[src/rtl/decode_stage_pkg.sv]
// Shared pipeline definitions: opcodes, instruction fields, widths.
// Imported by the decode stage, its interface and its register file.
package pipeline_defs;

  localparam int DEF_DATA_W = 8;
  localparam int DEF_ADDR_W = 8;
  localparam int NREGS      = 16;

  localparam int OP_LO  = 12;
  localparam int RD_LO  = 8;
  localparam int RS1_LO = 4;
  localparam int RS2_LO = 0;
  localparam int IMM_LO = 0;

  localparam logic [3:0] OP_NOP  = 4'h0;
  localparam logic [3:0] OP_ADD  = 4'h1;
  localparam logic [3:0] OP_SUB  = 4'h2;
  localparam logic [3:0] OP_AND  = 4'h3;
  localparam logic [3:0] OP_OR   = 4'h4;
  localparam logic [3:0] OP_XOR  = 4'h5;
  localparam logic [3:0] OP_NOT  = 4'h6;
  localparam logic [3:0] OP_SHL  = 4'h7;
  localparam logic [3:0] OP_SHR  = 4'h8;
  localparam logic [3:0] OP_LDI  = 4'h9;
  localparam logic [3:0] OP_BEQZ = 4'hA;
  localparam logic [3:0] OP_HALT = 4'hB;
  localparam logic [3:0] OP_JMP  = 4'hC;

  function automatic logic [3:0] f_op(input logic [15:0] ins);
    return ins[OP_LO +: 4];
  endfunction

  function automatic logic [3:0] f_rd(input logic [15:0] ins);
    return ins[RD_LO +: 4];
  endfunction

  function automatic logic [3:0] f_rs1(input logic [15:0] ins);
    return ins[RS1_LO +: 4];
  endfunction

  function automatic logic [3:0] f_rs2(input logic [15:0] ins);
    return ins[RS2_LO +: 4];
  endfunction

  function automatic logic [7:0] f_imm(input logic [15:0] ins);
    return ins[IMM_LO +: 8];
  endfunction

endpackage

[src/rtl/decode_stage_if.sv]
// Decode-stage bus: fetch handshake, execute handshake,
// writeback port, flush and jump redirect.
interface decode_stage_if
  import pipeline_defs::*;
#(
  parameter int DATA_W = DEF_DATA_W,
  parameter int ADDR_W = DEF_ADDR_W
);
  logic              in_valid;
  logic              in_ready;
  logic [15:0]       in_instr;
  logic [ADDR_W-1:0] in_pc;
  logic              out_valid;
  logic              out_ready;
  logic [3:0]        out_op;
  logic [3:0]        out_rd;
  logic [DATA_W-1:0] out_a;
  logic [DATA_W-1:0] out_b;
  logic [7:0]        out_imm;
  logic              out_we;
  logic [ADDR_W-1:0] out_pc;
  logic              out_illegal;
  logic              wb_en;
  logic [3:0]        wb_addr;
  logic [DATA_W-1:0] wb_data;
  logic              flush;
  logic              redirect_valid;
  logic [ADDR_W-1:0] redirect_addr;

  modport master (
    output in_valid, in_instr, in_pc, out_ready,
    output wb_en, wb_addr, wb_data, flush,
    input  in_ready, out_valid, out_op, out_rd,
    input  out_a, out_b, out_imm, out_we, out_pc,
    input  out_illegal, redirect_valid, redirect_addr
  );

  modport slave (
    input  in_valid, in_instr, in_pc, out_ready,
    input  wb_en, wb_addr, wb_data, flush,
    output in_ready, out_valid, out_op, out_rd,
    output out_a, out_b, out_imm, out_we, out_pc,
    output out_illegal, redirect_valid, redirect_addr
  );
endinterface

[src/rtl/decode_stage_regfile.sv]
// 16-entry register file, two combinational read ports, one write.
// r0 is hard zero; same-cycle writes bypass to the read ports.
module regfile_2r1w
  import pipeline_defs::*;
#(
  parameter int DATA_W = DEF_DATA_W
) (
  input  logic              clk,
  input  logic              rst,
  input  logic              we_i,
  input  logic [3:0]        waddr_i,
  input  logic [DATA_W-1:0] wdata_i,
  input  logic [3:0]        raddr_a_i,
  input  logic [3:0]        raddr_b_i,
  output logic [DATA_W-1:0] rdata_a_o,
  output logic [DATA_W-1:0] rdata_b_o
);

  logic [DATA_W-1:0] regs_q [NREGS];

  // register storage: cleared on reset, r0 never written
  always_ff @(posedge clk) begin
    if (rst) begin
      for (int i = 0; i < NREGS; i++) regs_q[i] <= '0;
    end else if (we_i && waddr_i != 4'd0) begin
      regs_q[waddr_i] <= wdata_i;
    end
  end

  // read ports with write-through bypass
  always_comb begin
    rdata_a_o = regs_q[raddr_a_i];
    rdata_b_o = regs_q[raddr_b_i];
    if (we_i && waddr_i == raddr_a_i) rdata_a_o = wdata_i;
    if (we_i && waddr_i == raddr_b_i) rdata_b_o = wdata_i;
    if (raddr_a_i == 4'd0) rdata_a_o = '0;
    if (raddr_b_i == 4'd0) rdata_b_o = '0;
  end

endmodule

[src/rtl/decode_stage.sv]
// Decode stage: field decode, operand read, local JMP resolution,
// single registered output bundle under valid/ready.
module decode_stage
  import pipeline_defs::*;
#(
  parameter int DATA_W = DEF_DATA_W,
  parameter int ADDR_W = DEF_ADDR_W
) (
  input logic            clk,
  input logic            rst,
  decode_stage_if.slave  bus
);

  logic [3:0]        op, rd, rs1, rs2;
  logic [7:0]        imm;
  logic [DATA_W-1:0] rdata_a, rdata_b;
  logic              accept, is_jmp, illegal, we;

  logic              valid_q, valid_d;
  logic [3:0]        op_q, op_d;
  logic [3:0]        rd_q, rd_d;
  logic [DATA_W-1:0] a_q, a_d;
  logic [DATA_W-1:0] b_q, b_d;
  logic [7:0]        imm_q, imm_d;
  logic              we_q, we_d;
  logic [ADDR_W-1:0] pc_q, pc_d;
  logic              ill_q, ill_d;
  logic              redir_q, redir_d;
  logic [ADDR_W-1:0] raddr_q, raddr_d;

  assign op  = f_op(bus.in_instr);
  assign rd  = f_rd(bus.in_instr);
  assign rs1 = f_rs1(bus.in_instr);
  assign rs2 = f_rs2(bus.in_instr);
  assign imm = f_imm(bus.in_instr);

  regfile_2r1w #(.DATA_W(DATA_W)) u_rf (
    .clk       (clk),
    .rst       (rst),
    .we_i      (bus.wb_en),
    .waddr_i   (bus.wb_addr),
    .wdata_i   (bus.wb_data),
    .raddr_a_i (rs1),
    .raddr_b_i (rs2),
    .rdata_a_o (rdata_a),
    .rdata_b_o (rdata_b)
  );

  assign bus.in_ready = redir_q || !valid_q || bus.out_ready;
  assign accept = bus.in_valid && bus.in_ready
               && !redir_q && !bus.flush;

  // opcode classification
  always_comb begin
    is_jmp  = 1'b0;
    illegal = 1'b0;
    we      = 1'b0;
    unique case (1'b1)
      op == OP_JMP:                   is_jmp  = 1'b1;
      op > OP_JMP:                    illegal = 1'b1;
      op >= OP_ADD && op <= OP_LDI:   we      = (rd != 4'd0);
      default: ;
    endcase
  end

  // next-state for the output bundle and the redirect pulse
  always_comb begin
    valid_d = valid_q;
    op_d    = op_q;
    rd_d    = rd_q;
    a_d     = a_q;
    b_d     = b_q;
    imm_d   = imm_q;
    we_d    = we_q;
    pc_d    = pc_q;
    ill_d   = ill_q;
    redir_d = accept && is_jmp;
    raddr_d = raddr_q;
    if (accept && is_jmp) raddr_d = ADDR_W'(imm);
    if (bus.flush) begin
      valid_d = 1'b0;
    end else if (accept && !is_jmp) begin
      valid_d = 1'b1;
      op_d    = illegal ? OP_NOP : op;
      rd_d    = rd;
      a_d     = rdata_a;
      b_d     = rdata_b;
      imm_d   = imm;
      we_d    = we;
      pc_d    = bus.in_pc;
      ill_d   = illegal;
    end else if (bus.out_ready) begin
      valid_d = 1'b0;
    end
  end

  // state registers with synchronous reset
  always_ff @(posedge clk) begin
    if (rst) begin
      valid_q <= 1'b0;
      op_q    <= '0;
      rd_q    <= '0;
      a_q     <= '0;
      b_q     <= '0;
      imm_q   <= '0;
      we_q    <= 1'b0;
      pc_q    <= '0;
      ill_q   <= 1'b0;
      redir_q <= 1'b0;
      raddr_q <= '0;
    end else begin
      valid_q <= valid_d;
      op_q    <= op_d;
      rd_q    <= rd_d;
      a_q     <= a_d;
      b_q     <= b_d;
      imm_q   <= imm_d;
      we_q    <= we_d;
      pc_q    <= pc_d;
      ill_q   <= ill_d;
      redir_q <= redir_d;
      raddr_q <= raddr_d;
    end
  end

  assign bus.out_valid      = valid_q;
  assign bus.out_op         = op_q;
  assign bus.out_rd         = rd_q;
  assign bus.out_a          = a_q;
  assign bus.out_b          = b_q;
  assign bus.out_imm        = imm_q;
  assign bus.out_we         = we_q;
  assign bus.out_pc         = pc_q;
  assign bus.out_illegal    = ill_q;
  assign bus.redirect_valid = redir_q;
  assign bus.redirect_addr  = raddr_q;

endmodule
[src/flat_wrapper.sv]
// flat-port wrapper written by rule: the top's interface ports become plain ports
module decode_stage_flat import pipeline_defs::*;
#(
  parameter int DATA_W = DEF_DATA_W,
  parameter int ADDR_W = DEF_ADDR_W
)
  (clk, rst, bus_in_valid, bus_in_instr, bus_in_pc, bus_out_ready, bus_wb_en, bus_wb_addr, bus_wb_data, bus_flush, bus_in_ready, bus_out_valid, bus_out_op, bus_out_rd, bus_out_a, bus_out_b, bus_out_imm, bus_out_we, bus_out_pc, bus_out_illegal, bus_redirect_valid, bus_redirect_addr);
  decode_stage_if #(.DATA_W(DATA_W), .ADDR_W(ADDR_W)) bus_i ();
  input logic clk;
  input logic rst;
  input wire logic [$bits(bus_i.in_valid)-1:0] bus_in_valid;
  input wire logic [$bits(bus_i.in_instr)-1:0] bus_in_instr;
  input wire logic [$bits(bus_i.in_pc)-1:0] bus_in_pc;
  input wire logic [$bits(bus_i.out_ready)-1:0] bus_out_ready;
  input wire logic [$bits(bus_i.wb_en)-1:0] bus_wb_en;
  input wire logic [$bits(bus_i.wb_addr)-1:0] bus_wb_addr;
  input wire logic [$bits(bus_i.wb_data)-1:0] bus_wb_data;
  input wire logic [$bits(bus_i.flush)-1:0] bus_flush;
  output wire logic [$bits(bus_i.in_ready)-1:0] bus_in_ready;
  output wire logic [$bits(bus_i.out_valid)-1:0] bus_out_valid;
  output wire logic [$bits(bus_i.out_op)-1:0] bus_out_op;
  output wire logic [$bits(bus_i.out_rd)-1:0] bus_out_rd;
  output wire logic [$bits(bus_i.out_a)-1:0] bus_out_a;
  output wire logic [$bits(bus_i.out_b)-1:0] bus_out_b;
  output wire logic [$bits(bus_i.out_imm)-1:0] bus_out_imm;
  output wire logic [$bits(bus_i.out_we)-1:0] bus_out_we;
  output wire logic [$bits(bus_i.out_pc)-1:0] bus_out_pc;
  output wire logic [$bits(bus_i.out_illegal)-1:0] bus_out_illegal;
  output wire logic [$bits(bus_i.redirect_valid)-1:0] bus_redirect_valid;
  output wire logic [$bits(bus_i.redirect_addr)-1:0] bus_redirect_addr;
  assign bus_i.in_valid = bus_in_valid;
  assign bus_i.in_instr = bus_in_instr;
  assign bus_i.in_pc = bus_in_pc;
  assign bus_i.out_ready = bus_out_ready;
  assign bus_i.wb_en = bus_wb_en;
  assign bus_i.wb_addr = bus_wb_addr;
  assign bus_i.wb_data = bus_wb_data;
  assign bus_i.flush = bus_flush;
  assign bus_in_ready = bus_i.in_ready;
  assign bus_out_valid = bus_i.out_valid;
  assign bus_out_op = bus_i.out_op;
  assign bus_out_rd = bus_i.out_rd;
  assign bus_out_a = bus_i.out_a;
  assign bus_out_b = bus_i.out_b;
  assign bus_out_imm = bus_i.out_imm;
  assign bus_out_we = bus_i.out_we;
  assign bus_out_pc = bus_i.out_pc;
  assign bus_out_illegal = bus_i.out_illegal;
  assign bus_redirect_valid = bus_i.redirect_valid;
  assign bus_redirect_addr = bus_i.redirect_addr;
  decode_stage #(.DATA_W(DATA_W), .ADDR_W(ADDR_W)) u_core (.clk(clk), .rst(rst), .bus(bus_i));
endmodule
[config.mk]
export PLATFORM = sky130hd
export DESIGN_NAME = decode_stage_flat
export DESIGN_NICKNAME = d
export VERILOG_FILES = /design/src/rtl/decode_stage_pkg.sv /design/src/rtl/decode_stage_if.sv /design/src/rtl/decode_stage_regfile.sv /design/src/rtl/decode_stage.sv /design/src/flat_wrapper.sv
export SDC_FILE = /design/constraint.sdc
export NUM_CORES = 1
export LEC_CHECK = 0
export CELL_PAD_IN_SITES_DETAIL_PLACEMENT = 0
export CELL_PAD_IN_SITES_GLOBAL_PLACEMENT = 1
export CORE_MARGIN = 2
export CORE_UTILIZATION = 48
export CTS_BUF_LIST = sky130_fd_sc_hd__clkbuf_2 sky130_fd_sc_hd__clkbuf_4 sky130_fd_sc_hd__clkbuf_8
export CTS_CLUSTER_DIAMETER = 100
export DETAILED_ROUTE_END_ITERATION = 12
export GPL_ROUTABILITY_DRIVEN = 0
export PLACE_DENSITY_LB_ADDON = 0.1
export REMOVE_ABC_BUFFERS = 1
export SLEW_MARGIN = 20
export SYNTH_ARGS = -nofsm -noshare
export SYNTH_HDL_FRONTEND = slang
export SYNTH_HIERARCHICAL = 1
export SYNTH_SLANG_ARGS = --single-unit
export TNS_END_PERCENT = 1
[constraint.sdc]
create_clock -name clk -period 2.4 [get_ports clk]
set_input_delay 0.36 -clock clk [delete_from_list [all_inputs] [get_ports clk]]
set_output_delay 0.36 -clock clk [all_outputs]
set_load 0.02 [all_outputs]
==> flow_summary_export.csv <==
group,metric,value,unit
sta,finalHoldViolCount,0,
sta,slew_viol_final,0,
power,p_leak,4.198,nW
clock_network,clkSlewWorstSetupHoldPaths,0.10,ns
logic_synthesis,ys_warn_count,6,
power,swShare,0.2725,
die,die_h,144.3,um
power,p_per_area,577.2,nW/um^2
placed_design,hpwl,20590,um
sta,period_share,0.9618,
logic_synthesis,synth_top_area_cell,"edfxtp_1",
sta,fin_tns_setup,0,ns
worst_setup_path,cp.required,2.81,ns
clock_network,h-tree-depth,4,
logic_synthesis,synth_top_family_by_area,"simple AND/OR/NAND/NOR gates",
clock_network,cts_setup_buffers,0,
clock_network,clock_path_buffers,2,
finish,num-nets-final,962,
power,p_comb_frac,0.163,
routing,drt-pass1-iter-count,5,
finish,final_cell_area,11440,um^2
routing,postRouteAntennaNets,0,
finish,areaGrowthSynthToFinish,21.10,%
logic_synthesis,synth_xor_xnor_area_share,0.007419,
worst_setup_path,r2r_cells,6,
global_route,grt_max_degree,87,
worst_setup_path,critPathKind,"in -> reg",
clock_network,cts_resized,0,
die,core,19400,um^2
sta,period_minus_slack,2.308,ns
sta,slew_headroom,0.5844,
hold_path,hold_class,"in -> reg",
worst_setup_path,cp-start-kind,"primary input",
die,dieArea,20810,um^2
power,p_seq_frac,0.545,
placed_design,postPlaceCellArea,11080,um^2
flow_run,drv_cap,0,
finish,post-route-util,0.5896,
hold_path,min_from,"bus_in_instr[4]",
worst_setup_path,cp_data_arrival_time,2.72,ns
logic_synthesis,synth_top_area_share,0.4070,
power,max-vdd-ir-drop,0.3342,mV
finish,diodes,0,
logic_synthesis,ys_seq_area_frac,0.5172,
die,fp.dieW,144.3,um
finish,drive_gt1_frac,0.1908,
sta,rsz0062_at_grt,"false",
routing,wl_per_cell,23.07,um
logic_synthesis,synth_cell_type_count,42,
sta,hold_ws,0.3273,ns
worst_setup_path,worst_setup_path_end_kind,"flip-flop",
logic_synthesis,synth-compound-area-share,0.1017,
global_route,first_global_vias,7098,
power,p_switching,1.799,mW
placed_design,io_buffers,94,
clock_network,root_buffer,"clkbuf_8",
logic_synthesis,syn_avg_cell_area,11.94,um^2
clock_network,clkLatencyLatePin,0.48,ns
finish,fill_cells,1644,
global_route,grtUsageTotal,0.2734,
routing,drt-total-wl,27640,um
clock_network,cts_tree,"yes",
global_route,overflow,0,
die,rows,51,
sta,setup_viol,0,
outcome,status,"complete, no violations",
logic_synthesis,syn-cell-area,9444,um^2
global_route,grt_pass1_wl,41880,um
power,power,6.602,mW
routing,drt_iter0_drc,755,
logic_synthesis,synth_seq_cells,180,
worst_setup_path,regToRegSetupSlack,0.51,ns
power,clkPwrFrac,0.293,
sta,fmax,433.2,MHz
die,ios,95,
clock_network,clkSinkCount,180,
power,p_int,4.803,mW
sta,worstMarginPinSlew,0.6214,ns
logic_synthesis,synthAdderAreaFrac,0,
logic_synthesis,synthCells,791,
logic_synthesis,synth.area.top_cells,"edfxtp_1 41%, dfxtp_1 11%, mux2i_1 8.6%",
routing,via_count,7166,
clock_network,ctsHoldBuffers,0,
routing,drc,0,
die,initial_core_util,0.4868,
worst_setup_path,r2r-start,"u_core/u_rf/regs_q[8][6]$_SDFFCE_PN0P_",
hold_path,hold_end,"u_core/bus.redirect_addr[4]$_SDFFE_PP0P_",
logic_synthesis,yosys.area_share.simple,0.1725,
worst_setup_path,worstPathMaxFanout,9,
global_route,antenna_found_initial,0,
logic_synthesis,muxShareOfSynthArea,0.1645,
sta,fin_worst_skew,0.01841,ns
clock_network,numCtsBuffers,17,
routing,viasPerCell,5.982,
worst_setup_path,r2r_end,"u_core/bus.out_a[6]$_SDFFE_PP0P_",
hold_path,holdPathStages,3,
flip-flops by register name, indices dropped and copies added, names as in the netlist:
name,cells
u_core/bus.out_illegal,1
u_core/bus.out_pc,8
u_core/u_rf/regs_q,128
u_core/bus.out_rd,4
u_core/bus.redirect_addr,8
u_core/bus.out_valid,1
u_core/bus.redirect_valid,1
u_core/bus.out_imm,8
u_core/bus.out_b,8
u_core/bus.out_we,1
u_core/bus.out_op,4
u_core/bus.out_a,8
synth_stat cells (all sizes together):
| library cell | number |
|---|---|
| a21oi | 32 |
| o22ai | 32 |
| nand3b | 4 |
| buf | 27 |
| a31oi | 15 |
| o31ai | 46 |
| nor3 | 4 |
| mux2i | 81 |
| or3b | 7 |
| nand4 | 30 |
| nand2b | 29 |
| nor4 | 2 |
| o21a | 1 |
| nand3 | 19 |
| conb | 1 |
| a311oi | 1 |
| nor2 | 14 |
| xnor2 | 8 |
| clkbuf | 47 |
| dfxtp | 52 |
| or3 | 2 |
| o32ai | 2 |
| or2 | 20 |
| inv | 2 |
| a211oi | 17 |
| nor4bb | 1 |
| nor2b | 4 |
| mux4 | 32 |
| and2 | 120 |
| nor3b | 1 |
| mux2 | 2 |
| or4 | 1 |
| edfxtp | 128 |
| nand2 | 6 |
| nand4bb | 1 |
metrics by stage:
stage	instances	worst slack [ns]
global placement	1166	-0.2026
floorplan	724	-1.990
finish	1198	0.09172
global route	1198	0.1512
CTS	1198	0.2576
detailed placement	1166	-0.2414
critical path: stages:
cell             delay [ns]
clkdlybuf4s50_1        0.51
buf_4                  0.21
or3_1                  0.48
o22ai_1                0.39
a211oi_1               0.11
a31oi_1                0.34
nand4_1                0.15
a21oi_1                0.15
power by group through the flow:
stage               logic, mW  clock network [mW]  registers (mW)
global route             1.13                2.10            3.61
floorplan               0.457                   0            3.67
global placement         1.04                   0            3.65
detailed placement       1.06                   0            3.66
finish                   1.07                1.93            3.60
CTS                      1.06                1.98            3.59
kinds of logic (layout without fill, tap and decap cells):
logic type	Yosys count	after routing
AO/OA/AOI/OAI	146	146
XOR/XNOR	8	8
buffers and inverters	76	211
flip-flops	180	180
multiplexers	115	115
other	1	8
AND/OR/NAND/NOR	265	265
routing by layer:
metal	GRT usage	vias to the layer above	wire, um
li1	-	3257	-
met2	0.4526	382	13160
met3	0.04371	52	1934
met4	0.1088	0	933
met5	0	-	0
met1	0.3626	3475	11620
final cells by class:
class	instances	area, um^2	area share
Clock buffer	23	292.8	0.02560
Clock inverter	9	66.31	0.005798
Inverter	2	7.507	0.0006564
Multi-Input combinational cell	542	4268	0.3732
Sequential cell	180	4885	0.4271
Tap cell	265	331.6	0.02899
Timing Repair Buffer	177	1587	0.1387
layout by cell type (no fill, tap or decap), types with 20 or more instances in the layout:
cell type,instances
dfxtp_1,52
a21oi_1,32
o22ai_1,32
edfxtp_1,128
o31ai_1,46
clkdlybuf4s50_1,91
mux4_2,32
nand4_1,30
nand2b_1,29
buf_4,80
and2_1,120
mux2i_1,81
clkbuf_8,20
how the worst max path moves through the flow:
stage                                 from                                  endpoint  slack [ns]  depth (start not counted)
final                      bus_in_instr[7]          u_core/bus.out_a[2]$_SDFFE_PP0P_        0.09                          8
after global routing       bus_in_instr[7]          u_core/bus.out_a[2]$_SDFFE_PP0P_        0.15                          8
after CTS                  bus_in_instr[7]          u_core/bus.out_a[2]$_SDFFE_PP0P_        0.26                          8
after detailed placement   bus_in_instr[7]          u_core/bus.out_a[2]$_SDFFE_PP0P_       -0.24                          8
after global placement     bus_in_instr[7]          u_core/bus.out_a[2]$_SDFFE_PP0P_       -0.20                          8
after floorplan           bus_in_instr[12]  u_core/bus.redirect_addr[0]$_SDFFE_PP0P_       -1.99                          3
No activity file was read; power rests on OpenSTA's default activity.
